`config.mk`:
```
export PLATFORM = sky130hd
export DESIGN_NAME = adc_monitor
export DESIGN_NICKNAME = d
export VERILOG_FILES = /design/src/rtl/adc_monitor.sv
export SDC_FILE = /design/constraint.sdc
export NUM_CORES = 1
export LEC_CHECK = 0
export CORE_ASPECT_RATIO = 0.6
export CORE_MARGIN = 10
export CORE_UTILIZATION = 40
export CTS_CLUSTER_DIAMETER = 100
export DETAILED_ROUTE_END_ITERATION = 12
export PLACE_DENSITY = 0.64
export REMOVE_ABC_BUFFERS = 1
export SYNTH_ARGS = -nofsm -noshare
export SYNTH_HDL_FRONTEND = slang
export SYNTH_SLANG_ARGS = --single-unit
```
`constraint.sdc`:
```
create_clock -name adc_clk -period 3.3 [get_ports adc_clk]
set_input_delay 0.66 -clock adc_clk [delete_from_list [all_inputs] [get_ports adc_clk]]
set_output_delay 0.66 -clock adc_clk [all_outputs]
set_load 0.02 [all_outputs]
```
`src/rtl/adc_monitor.sv`:
```
// ---------------------------------------------------------------------------
// adc_monitor
//
// ADC health monitor living entirely in the adc_clk domain. It watches the
// raw ADC sample stream and keeps:
//   * a windowed overflow detector (2^WIN_BITS samples per window) that
//     pulses ovfl_A when the overflow count of a window reaches OVFL_THR,
//     and a sticky copy of that pulse;
//   * NLVL saturating level counters, each counting either overrange
//     samples or samples whose magnitude reaches a programmable level;
//   * a peak-magnitude hold;
//   * a snapshot bank so software reads one coherent set of values.
//
// Ports:
//   adc_clk      sample clock (only clock)
//   reset_n      asynchronous active-low reset
//   adc_data     signed ADC sample, one per cycle
//   adc_ovfl     ADC overrange flag belonging to adc_data
//   cfg_wr       single-cycle config write strobe
//   cfg_addr     config register address
//   cfg_data     config write data
//   snap         single-cycle snapshot request
//   rd_addr      snapshot register select
//   rd_data      selected snapshot value (registered, zero-extended)
//   snap_done    one-cycle pulse once the snapshot registers are loaded
//   ovfl_A       one-cycle pulse after a window that met the threshold
//   ovfl_sticky  latched OR of ovfl_A, cleared through CTRL bit1
//
// Config map: 0 = OVFL_THR, 1 = CTRL (bit0 clr counters, bit1 clr sticky,
// bit2 clr peak, bit3 restart window), 2..2+NLVL-1 = LVL_i.
// Read map:   0 = peak, 1 = last_win, 2 = win_ctr, 3..3+NLVL-1 = counter i.
// ---------------------------------------------------------------------------
module adc_monitor #(
    parameter int ADC_BITS = 14,
    parameter int NLVL     = 4,
    parameter int WIN_BITS = 16,
    parameter int CNT_W    = 32
) (
    input  logic                adc_clk,
    input  logic                reset_n,
    input  logic [ADC_BITS-1:0] adc_data,
    input  logic                adc_ovfl,
    input  logic                cfg_wr,
    input  logic [3:0]          cfg_addr,
    input  logic [31:0]         cfg_data,
    input  logic                snap,
    input  logic [3:0]          rd_addr,
    output logic [31:0]         rd_data,
    output logic                snap_done,
    output logic                ovfl_A,
    output logic                ovfl_sticky
);

    localparam int MAG_W = ADC_BITS - 1;
    // A full window can hold 2^WIN_BITS overflows, one more than WIN_BITS
    // bits can express, so the window total carries an extra bit.
    localparam int TOT_W = WIN_BITS + 1;

    // ------------------------------------------------------------------
    // Front end: magnitude and overflow flag registered together
    // ------------------------------------------------------------------
    logic [MAG_W-1:0] mag_next;
    logic [MAG_W-1:0] mag_reg;
    logic             ovfl_reg;

    // |x| for negative x only depends on the low MAG_W bits of x. The most
    // negative code has no positive twin and saturates to full scale.
    always_comb begin
        mag_next = adc_data[MAG_W-1:0];
        if (adc_data[ADC_BITS-1]) begin
            if (adc_data[MAG_W-1:0] == '0) begin
                mag_next = '1;
            end else begin
                mag_next = ~adc_data[MAG_W-1:0] + MAG_W'(1);
            end
        end
    end

    always_ff @(posedge adc_clk or negedge reset_n) begin
        if (!reset_n) begin
            mag_reg  <= '0;
            ovfl_reg <= 1'b0;
        end else begin
            mag_reg  <= mag_next;
            ovfl_reg <= adc_ovfl;
        end
    end

    // ------------------------------------------------------------------
    // Config decode. CTRL has no storage: its bits act only in the cycle
    // of the write.
    // ------------------------------------------------------------------
    logic       ctrl_wr;
    logic [3:0] ctrl;
    logic       thr_wr;

    assign ctrl_wr = cfg_wr && (cfg_addr == 4'd1);
    assign ctrl    = ctrl_wr ? cfg_data[3:0] : 4'd0;
    assign thr_wr  = cfg_wr && (cfg_addr == 4'd0);

    logic unused_cfg_bits;
    assign unused_cfg_bits = ^cfg_data;

    logic [WIN_BITS-1:0] thr_reg;

    always_ff @(posedge adc_clk or negedge reset_n) begin
        if (!reset_n) begin
            thr_reg <= '0;
        end else if (thr_wr) begin
            thr_reg <= cfg_data[WIN_BITS-1:0];
        end
    end

    // ------------------------------------------------------------------
    // Level counters with their snapshot copies
    // ------------------------------------------------------------------
    logic [CNT_W-1:0] snap_cnt_arr [NLVL];

    genvar gi;
    generate
        for (gi = 0; gi < NLVL; gi++) begin : g_lvl
            logic [ADC_BITS-1:0] lvl_reg;
            logic [CNT_W-1:0]    cnt_reg;
            logic [CNT_W-1:0]    snap_cnt_reg;
            logic                lvl_wr;
            logic                hit;

            assign lvl_wr = cfg_wr && (cfg_addr == 4'(2 + gi));
            // Top bit of LVL selects overrange counting instead of a level.
            assign hit = lvl_reg[ADC_BITS-1] ? ovfl_reg
                                             : (mag_reg >= lvl_reg[MAG_W-1:0]);

            always_ff @(posedge adc_clk or negedge reset_n) begin
                if (!reset_n) begin
                    lvl_reg      <= '0;
                    cnt_reg      <= '0;
                    snap_cnt_reg <= '0;
                end else begin
                    if (lvl_wr) begin
                        lvl_reg <= cfg_data[ADC_BITS-1:0];
                    end
                    // A new level restarts its count; the clear beats any
                    // increment on the same edge.
                    if (lvl_wr || ctrl[0]) begin
                        cnt_reg <= '0;
                    end else if (hit && (cnt_reg != '1)) begin
                        cnt_reg <= cnt_reg + CNT_W'(1);
                    end
                    if (snap) begin
                        snap_cnt_reg <= cnt_reg;
                    end
                end
            end

            assign snap_cnt_arr[gi] = snap_cnt_reg;
        end
    endgenerate

    // ------------------------------------------------------------------
    // Peak magnitude hold. A clear reloads from the sample in flight so no
    // sample is lost across the clear.
    // ------------------------------------------------------------------
    logic [MAG_W-1:0] peak_reg;

    always_ff @(posedge adc_clk or negedge reset_n) begin
        if (!reset_n) begin
            peak_reg <= '0;
        end else if (ctrl[2] || (mag_reg > peak_reg)) begin
            peak_reg <= mag_reg;
        end
    end

    // ------------------------------------------------------------------
    // Overflow window
    // ------------------------------------------------------------------
    logic [WIN_BITS-1:0] win_ctr_reg;
    logic [WIN_BITS-1:0] win_cnt_reg;
    logic [TOT_W-1:0]    last_win_reg;
    logic [TOT_W-1:0]    win_total;
    logic                win_term;
    logic                ovfl_a_reg;
    logic                sticky_reg;

    assign win_term  = (win_ctr_reg == '1);
    // The terminal sample itself still belongs to the window.
    assign win_total = {1'b0, win_cnt_reg} + TOT_W'(ovfl_reg);

    always_ff @(posedge adc_clk or negedge reset_n) begin
        if (!reset_n) begin
            win_ctr_reg  <= '0;
            win_cnt_reg  <= '0;
            last_win_reg <= '0;
            ovfl_a_reg   <= 1'b0;
        end else if (win_term) begin
            last_win_reg <= win_total;
            win_ctr_reg  <= '0;
            win_cnt_reg  <= '0;
            ovfl_a_reg   <= (thr_reg != '0) && (win_total >= {1'b0, thr_reg});
        end else begin
            ovfl_a_reg <= 1'b0;
            if (ctrl[3]) begin
                win_ctr_reg <= '0;
                win_cnt_reg <= '0;
            end else begin
                win_ctr_reg <= win_ctr_reg + WIN_BITS'(1);
                if (ovfl_reg && (win_cnt_reg != '1)) begin
                    win_cnt_reg <= win_cnt_reg + WIN_BITS'(1);
                end
            end
        end
    end

    // Setting beats clearing so a pulse is never lost to a concurrent clear.
    always_ff @(posedge adc_clk or negedge reset_n) begin
        if (!reset_n) begin
            sticky_reg <= 1'b0;
        end else if (ovfl_a_reg) begin
            sticky_reg <= 1'b1;
        end else if (ctrl[1]) begin
            sticky_reg <= 1'b0;
        end
    end

    // ------------------------------------------------------------------
    // Snapshot bank and read port. The captures use pre-edge values so
    // clears/increments on the snap edge are not part of the snapshot.
    // ------------------------------------------------------------------
    logic [MAG_W-1:0]    snap_peak_reg;
    logic [TOT_W-1:0]    snap_last_reg;
    logic [WIN_BITS-1:0] snap_ctr_reg;
    logic                snap_done_reg;
    logic [31:0]         rd_next;
    logic [31:0]         rd_data_reg;

    always_ff @(posedge adc_clk or negedge reset_n) begin
        if (!reset_n) begin
            snap_peak_reg <= '0;
            snap_last_reg <= '0;
            snap_ctr_reg  <= '0;
            snap_done_reg <= 1'b0;
        end else begin
            snap_done_reg <= snap;
            if (snap) begin
                snap_peak_reg <= peak_reg;
                snap_last_reg <= last_win_reg;
                snap_ctr_reg  <= win_ctr_reg;
            end
        end
    end

    always_comb begin
        rd_next = '0;
        case (rd_addr)
            4'd0:    rd_next = 32'(snap_peak_reg);
            4'd1:    rd_next = 32'(snap_last_reg);
            4'd2:    rd_next = 32'(snap_ctr_reg);
            default: begin
                for (int i = 0; i < NLVL; i++) begin
                    if (rd_addr == 4'(3 + i)) begin
                        rd_next = 32'(snap_cnt_arr[i]);
                    end
                end
            end
        endcase
    end

    always_ff @(posedge adc_clk or negedge reset_n) begin
        if (!reset_n) begin
            rd_data_reg <= '0;
        end else begin
            rd_data_reg <= rd_next;
        end
    end

    assign rd_data     = rd_data_reg;
    assign snap_done   = snap_done_reg;
    assign ovfl_A      = ovfl_a_reg;
    assign ovfl_sticky = sticky_reg;

endmodule

```
==> key figures, run 1 <==
Clock tree
  • CTS tree: done
  • CTS buffer count: between 40 and 50
  • Root buffer cell: clkbuf_16
  • Clock latency on the worst-skew pair: around 0.57 ns
  • H-tree levels: 2
  • Setup Buffers After CTS: 0
  • Clk slew on worst S/H paths: 0.06 ns
  • Hold_buf cts: 0
  • Clock Path Buffers: 3
  • Post_cts resized: 0
  • CTS sink cnt: between 400 and 500

STA
  • Slew headroom: between 30% and 40%
  • Final slew viol count: 0
  • Max Clk Rate: 0.328 GHz
  • WHS: 0.0595 ns
  • Least-Margin Pin Slew: between 0.9 and 1 ns
  • Final Skew: ~0.013 ns
  • Final Critical Period: between 3 and 4 ns
  • Setup TNS: 0 ns
  • RSZ-0062 raised after global routing: no
  • Final Hold Vio Count: 0
  • Final Setup Violations: 0
  • Fin crit share: ~92%

Global route
  • Antenna violations before repair: 1
  • Number of global-route vias before repair: between 15000 and 20000
  • GR Overflow Total: 0
  • Total GRT Usage: between 10% and 20%
  • Global-route wire length before repair: between 100000 and 150000 um
  • Largest net degree at the start of global routing: 91

Finish
  • Nets: between 2000 and 2500
  • Non-filler cells, final: a little over 3000
  • Share of cells above drive strength 1: 18.1%
  • Area growth syn-to-layout: 15.1%
  • Sequential cell area: about 12000 sq um
  • Area of the multi-input gates: between 10000 and 15000 sq um
  • Fin util: approximately 47%
  • Fillcell total: about 5300

Critical path
  • Critical path launch point type: register
  • Crit end category: register
  • WP data arrival: around 3.5 ns
  • CP Class: register to register
  • Data required, critical path: between 3 and 4 ns
  • Flop-to-flop setup slack: about 0.25 ns
  • Cell count of the worst reg-to-reg path: 8
  • FF-to-FF End: g_lvl[3].cnt_reg[31]$_DFFE_PN0P_
  • Worst reg2reg startpoint: mag_reg[6]$_DFF_PN0_
  • CP max FO: 13

Routing
  • First-pass DRT Iterations: 7
  • Initial DRC Count: approximately 1800
  • Via count: 17137
  • Total wire length: about 64000 um
  • Vias per cell: between 5 and 6
  • Antenna viol nets, final: 0
  • Avg WL per Cell: between 20 and 25 um
  • DRC errors left: 0

Power
  • Post-layout total power: around 18000 uW
  • P per Cell Area: 669 nW/um^2
  • Peak VDD IR: around 330 uV
  • Lkg Pwr: 0.0125 uW

Die
  • DIE AREA: ~70000 sq um
  • Core ar.: just under 60000 sq um
  • Starting density of the core: ~41%
  • Die Ht: between 200 and 250 um
  • I/O pins: 94
  • Site Rows: 68
  • Die W: between 300 and 400 um

Placed design
  • I/O Buffers: 77
  • Gpl congestion: about 0.88
  • DP Wirelength: 47100 um
  • Post-Place Cells: around 3000

Synth
  • Cell count after synthesis: between 2000 and 2500
  • Mux share of post-synthesis cell area: approximately 12%
  • Synth Register Bits: between 400 and 500
  • Yosys cell types: between 60 and 70
  • XOR/XNOR share of the synthesized area: 5.66%
  • EDFF count, synth: 0
  • Post-synthesis sequential area ratio: about half
  • Synthesized cell area: 23700 sq um
  • Simple-Gate Fraction of Synth Area: 15.3%
  • Compound-Gate Fraction of Synth Area: under 10%
  • Ys Warns: 0
  • Prevailing post-synth register cell: dfrtp_1
  • FFs w/ async S/R, synth: 100%
  • Largest family of logic cells by synthesized area: simple AND/OR/NAND/NOR gates
  • Post-synthesis average cell area: around 11 sq um
  • Post-Synth Adder-Cell Area: approximately 4.8%

Min path
  • Min-Delay Path Class: input port to async pin

Outcome
  • Status: finished clean

Run
  • Maximum capacitance violations: 0
final cells by class:
cell class / instances / area share, %
Inverter: 93 / 1.28
Tap cell: 770 / 3.53
Timing Repair Buffer: 133 / 4.94
Multi-Input combinational cell: 1485 / 39.8
Clock inverter: 17 / 0.803
Sequential cell: 485 / 44.5
Clock buffer: 70 / 5.15
Antenna cell: 1 / 0.00918
cells by family after synthesis:
family                     after synthesis
and+or+nand+nor                        714
muxes                                  258
xor gates and xnor gates               153
DFF                                    485
AOI/OAI and AO/OA                      270
adders and majority gates               90
buffers and inverters                  185
worst max path at each step:
stage                                            end  cells past startpoint  slack, ns                  startpoint
detailed placement  g_lvl[3].cnt_reg[21]$_DFFE_PN0P_                      8       0.28        mag_reg[6]$_DFF_PN0_
floorplan                      rd_data[14]$_DFF_PN0_                      7       0.10                  rd_addr[3]
CTS                 g_lvl[3].cnt_reg[21]$_DFFE_PN0P_                      8       0.27        mag_reg[6]$_DFF_PN0_
global placement                    ovfl_A$_DFF_PN0_                     12       0.34  win_cnt_reg[3]$_DFFE_PN0P_
global route                        ovfl_A$_DFF_PN0_                     12       0.06  win_cnt_reg[3]$_DFFE_PN0P_
finish              g_lvl[3].cnt_reg[31]$_DFFE_PN0P_                      8       0.25        mag_reg[6]$_DFF_PN0_
worst max-delay path, cell delays in order (launching register included):
cell and delay, ns:
dfrtp_1 0.54, ha_1 0.39, nand4_1 0.15, nor2_1 0.13, a21oi_1 0.11, a221oi_2 0.48
nand3_1 0.46, or4_1 0.54, a21oi_1 0.15
report_power, final:
| part | switching (uW) | internal (uW) |
|---|---|---|
| sequential | 1330 | 7220 |
| clock | 2360 | 3340 |
| combinational | 2090 | 1910 |
cells in the mapped netlist, types with 7 or more instances:
cell type	n	area share, %
ha_1	90	4.8
a31oi_1	7	0.18
buf_2	16	0.34
mux2_2	252	12
o31ai_1	7	0.22
nand2_1	146	2.3
xor2_1	83	3.1
nor3_1	32	0.68
or3_1	16	0.42
a22oi_1	37	1.2
nor2b_1	8	0.21
a21oi_1	68	1.4
and4_1	13	0.48
nand4_1	77	2.0
or4_1	11	0.35
inv_1	93	1.5
o22ai_1	14	0.37
nor4_1	17	0.45
xnor2_1	70	2.6
and2_1	28	0.74
a222oi_1	11	0.47
buf_1	7	0.11
clkbuf_1	65	1.0
o21ai_0	60	1.3
nand2b_1	10	0.26
and3_1	58	1.5
a221o_1	16	0.68
nor2_1	193	3.1
a21o_1	19	0.60
dfrtp_1	485	51
nand3_1	75	1.6
routing by layer:
layer  wire [um]  GRT usage [%]  up-vias
met5         118           1.27        -
li1            -              -     7867
met3        6270           5.71       80
met2       25000           23.8      593
met4        1170           3.60        2
met1       31800           28.1     8595
stage by stage:
step | area (sq um) | worst slack [ns]
after floorplan | 23300 | 0.102
after global placement | 25600 | 0.341
after detailed placement | 25600 | 0.285
after CTS | 27300 | 0.273
after global routing | 27300 | 0.0555
final | 27300 | 0.248
cells in the final DEF, fill, tap and decap left out, types with 19 or more instances in the layout:
cell	Yosys	routed
a21o_1	19	19
a21oi_1	68	67
a22oi_1	37	37
and2_1	28	28
and3_1	58	58
buf_4	3	44
clkbuf_16	0	49
clkdlybuf4s50_1	0	75
dfrtp_1	485	485
ha_1	90	90
inv_1	93	93
mux2_2	252	252
nand2_1	146	146
nand3_1	75	75
nand4_1	77	77
nor2_1	193	191
nor3_1	32	31
o21ai_0	60	59
xnor2_1	70	70
xor2_1	83	83
No activity file was read; power rests on OpenSTA's default activity.
==> run 2, diff against run 1 <==
==> constraint.sdc (replaced) <==
create_clock -name adc_clk -period 3.78 [get_ports adc_clk]
set_input_delay 0.378 -clock adc_clk [delete_from_list [all_inputs] [get_ports adc_clk]]
set_output_delay 0.378 -clock adc_clk [all_outputs]
set_load 0.02 [all_outputs]
==> run 2 against run 1 <==
Effect of this change:
- non-clock buffer count down 11
- core utilization down 0.33 points
- clock-buffer cell count down 4
- critical path depth up 4
- clock power down 14%
- largest power group unchanged
- largest cell class unchanged
- cell area down 0.71%
- highest routed layer unchanged
- sequential power down 13%
- worst hold slack better by 0.083 ns
- clock skew up 0.0069 ns
- worst setup slack better by 0.40 ns
==> key figures, run 2 (same netlist as run 1, synthesis figures left out) <==
Outcome
  • Status: finished clean

Global route
  • Antenna violations before repair: 4
  • Global-route wire length before repair: approximately 100000 um
  • Number of global-route vias before repair: between 15000 and 20000
  • GR Overflow Total: 0
  • Largest net degree at the start of global routing: around 100
  • Total GRT Usage: a little under a fifth

Power
  • Lkg Pwr: about 0.012 uW
  • Clk network pwr share: between 30% and 40%
  • Sw frac: around a third
  • Gate power share: around 22%
  • Pint: between 10000 and 15000 uW
  • Switching pwr: approximately 5000 uW
  • P per Cell Area: about 580 nW/um^2
  • Flop pwr share: about 47%
  • Peak VDD IR: 285 uV

Placed design
  • Gpl congestion: between 0.8 and 0.9
  • Post-Place Cells: between 2000 and 3000
  • Placed inst area: roughly 25000 sq um
  • DP Wirelength: about 47000 um
  • Place WS: just over 0.7 ns
  • I/O Buffers: 77

STA
  • RSZ-0062 raised after global routing: no
  • Final Setup Violations: 0
  • Final Critical Period: 3.13 ns
  • Final Skew: between 0.02 and 0.025 ns
  • Final slew viol count: 0
  • Slew headroom: approximately a quarter
  • Final Hold Vio Count: 0
  • Fin worst setup slack: approximately 0.65 ns
  • Least-Margin Pin Slew: ~1.1 ns
  • Max Clk Rate: about 0.32 GHz
  • Fin crit share: between 80 and 90%
  • Setup TNS: 0 ns

Run
  • Maximum capacitance violations: 0

Finish
  • Share of cells above drive strength 1: between 15 and 20%
  • Non-filler cells, final: about 3000
  • Most frequent cells in the layout: dfrtp_1 (485), mux2_2 (252), nor2_1 (191)
  • Leading cell type in the layout, fill and taps excluded: dfrtp_1
  • Area growth syn-to-layout: 14.3%
  • Fin area: around 27000 sq um
  • Nets: ~2400
  • Fin util: a little under half

Clock tree
  • Clock latency on the worst-skew pair: ~0.59 ns
  • Root buffer cell: clkbuf_16
  • CTS tree: done
  • Clk slew on worst S/H paths: about 0.06 ns
  • CTS buffer count: between 40 and 50
  • Clock Path Buffers: 3
  • H-tree levels: 2
  • Post_cts resized: 0
  • CTS sink cnt: between 400 and 500

Routing
  • Avg WL per Cell: about 21 um
  • Antenna viol nets, final: 0
  • Total wire length: roughly 64000 um
  • Via count: approximately 17000
  • M1 WL: 32100 um
  • Met2 wire len: 24500 um
  • WL met3: ~5800 um
  • Top Layer Used: met5
  • First-pass DRT Iterations: 5
  • Vias per cell: 5.58
  • Initial DRC Count: 1803
  • DRC errors left: 0

Die
  • Site Rows: 68
  • Die Ht: 208 um
  • Starting density of the core: between 40 and 50%
  • Core ar.: just under 60000 sq um
  • I/O pins: between 90 and 100
  • Die W: about 330 um
  • DIE AREA: 69600 sq um

Critical path
  • Data required, critical path: approximately 4.2 ns
  • Critical path launch point type: register
  • CP Class: register to register
  • WP data arrival: ~3.6 ns
  • CP max FO: 8
  • Crit end category: register

Min path
  • Min-Delay Path Class: input port to register
-- run 2: power by group through the flow --
stage | Sequential (uW) | Clock (uW) | Combinational (uW)
3_3_place_gp | 7450 | 0 | 3260
2_1_floorplan | 7050 | 0 | 2330
6_report | 7460 | 4900 | 3410
3_5_place_dp | 7500 | 0 | 3380
4_1_cts | 7420 | 4990 | 3410
5_1_grt | 7590 | 5220 | 3810
-- run 2: area by class of cell --
type / instances / area [sq um]
well taps: 770 / 963
flip-flops and latches: 485 / 12100
clock inverters: 19 / 206
diodes: 1 / 2.50
repair buffers: 122 / 1190
inverters: 93 / 349
clock buffers: 66 / 1380
multi-input cells: 1485 / 10800
fillers: 5245 / 31000
-- run 2: stage by stage --
| step | total power (uW) | hold slack, ns |
|---|---|---|
| 2_1_floorplan | 9380 | 0.0824 |
| 3_5_place_dp | 10900 | 0.394 |
| 3_3_place_gp | 10700 | 0.390 |
| 5_1_grt | 16600 | 0.147 |
| 4_1_cts | 15800 | 0.142 |
| 6_report | 15800 | 0.142 |
-- run 2: path summary, 6_finish.rpt --
check | from | end | slack (ns) | cells after the start
max reg2reg | win_cnt_reg[2]$_DFFE_PN0P_ | ovfl_A$_DFF_PN0_ | 0.65 | 12
min in group asynchronous | reset_n | g_lvl[0].lvl_reg[0]$_DFFE_PN0P_ | 0.36 | 2
min reg2reg | ovfl_A$_DFF_PN0_ | ovfl_sticky$_DFFE_PN0P_ | 0.46 | 1
min | snap | snap_done$_DFF_PN0_ | 0.14 | 1
max | win_cnt_reg[2]$_DFFE_PN0P_ | ovfl_A$_DFF_PN0_ | 0.65 | 12
max in group asynchronous | reset_n | peak_reg[7]$_DFFE_PN0P_ | 2.52 | 3
-- run 2: per-layer routing --
metal / track usage, % / up-vias
met5: 1.27 / -
met4: 4.30 / 2
met3: 5.18 / 77
met2: 23.0 / 535
met1: 28.5 / 8534
li1: - / 7827
-- run 2: worst max-delay path, cell delays in order, from the launching register on --
cell and delay (ns):
dfrtp_1 0.47, and4_4 0.30, and3_1 0.31, nand4_1 0.20, nand2b_1 0.21, xnor2_1 0.25, ha_1 0.30, nand4_1 0.09
nor4_1 0.05, or3_1 0.33, a211o_1 0.27, a31oi_1 0.16, nor2_1 0.08
-- run 2: timing repair --
item                                   CTS  global route
endpoints found under the hold margin   59             0
setup buffers                            0             0
hold buffers                             1             0
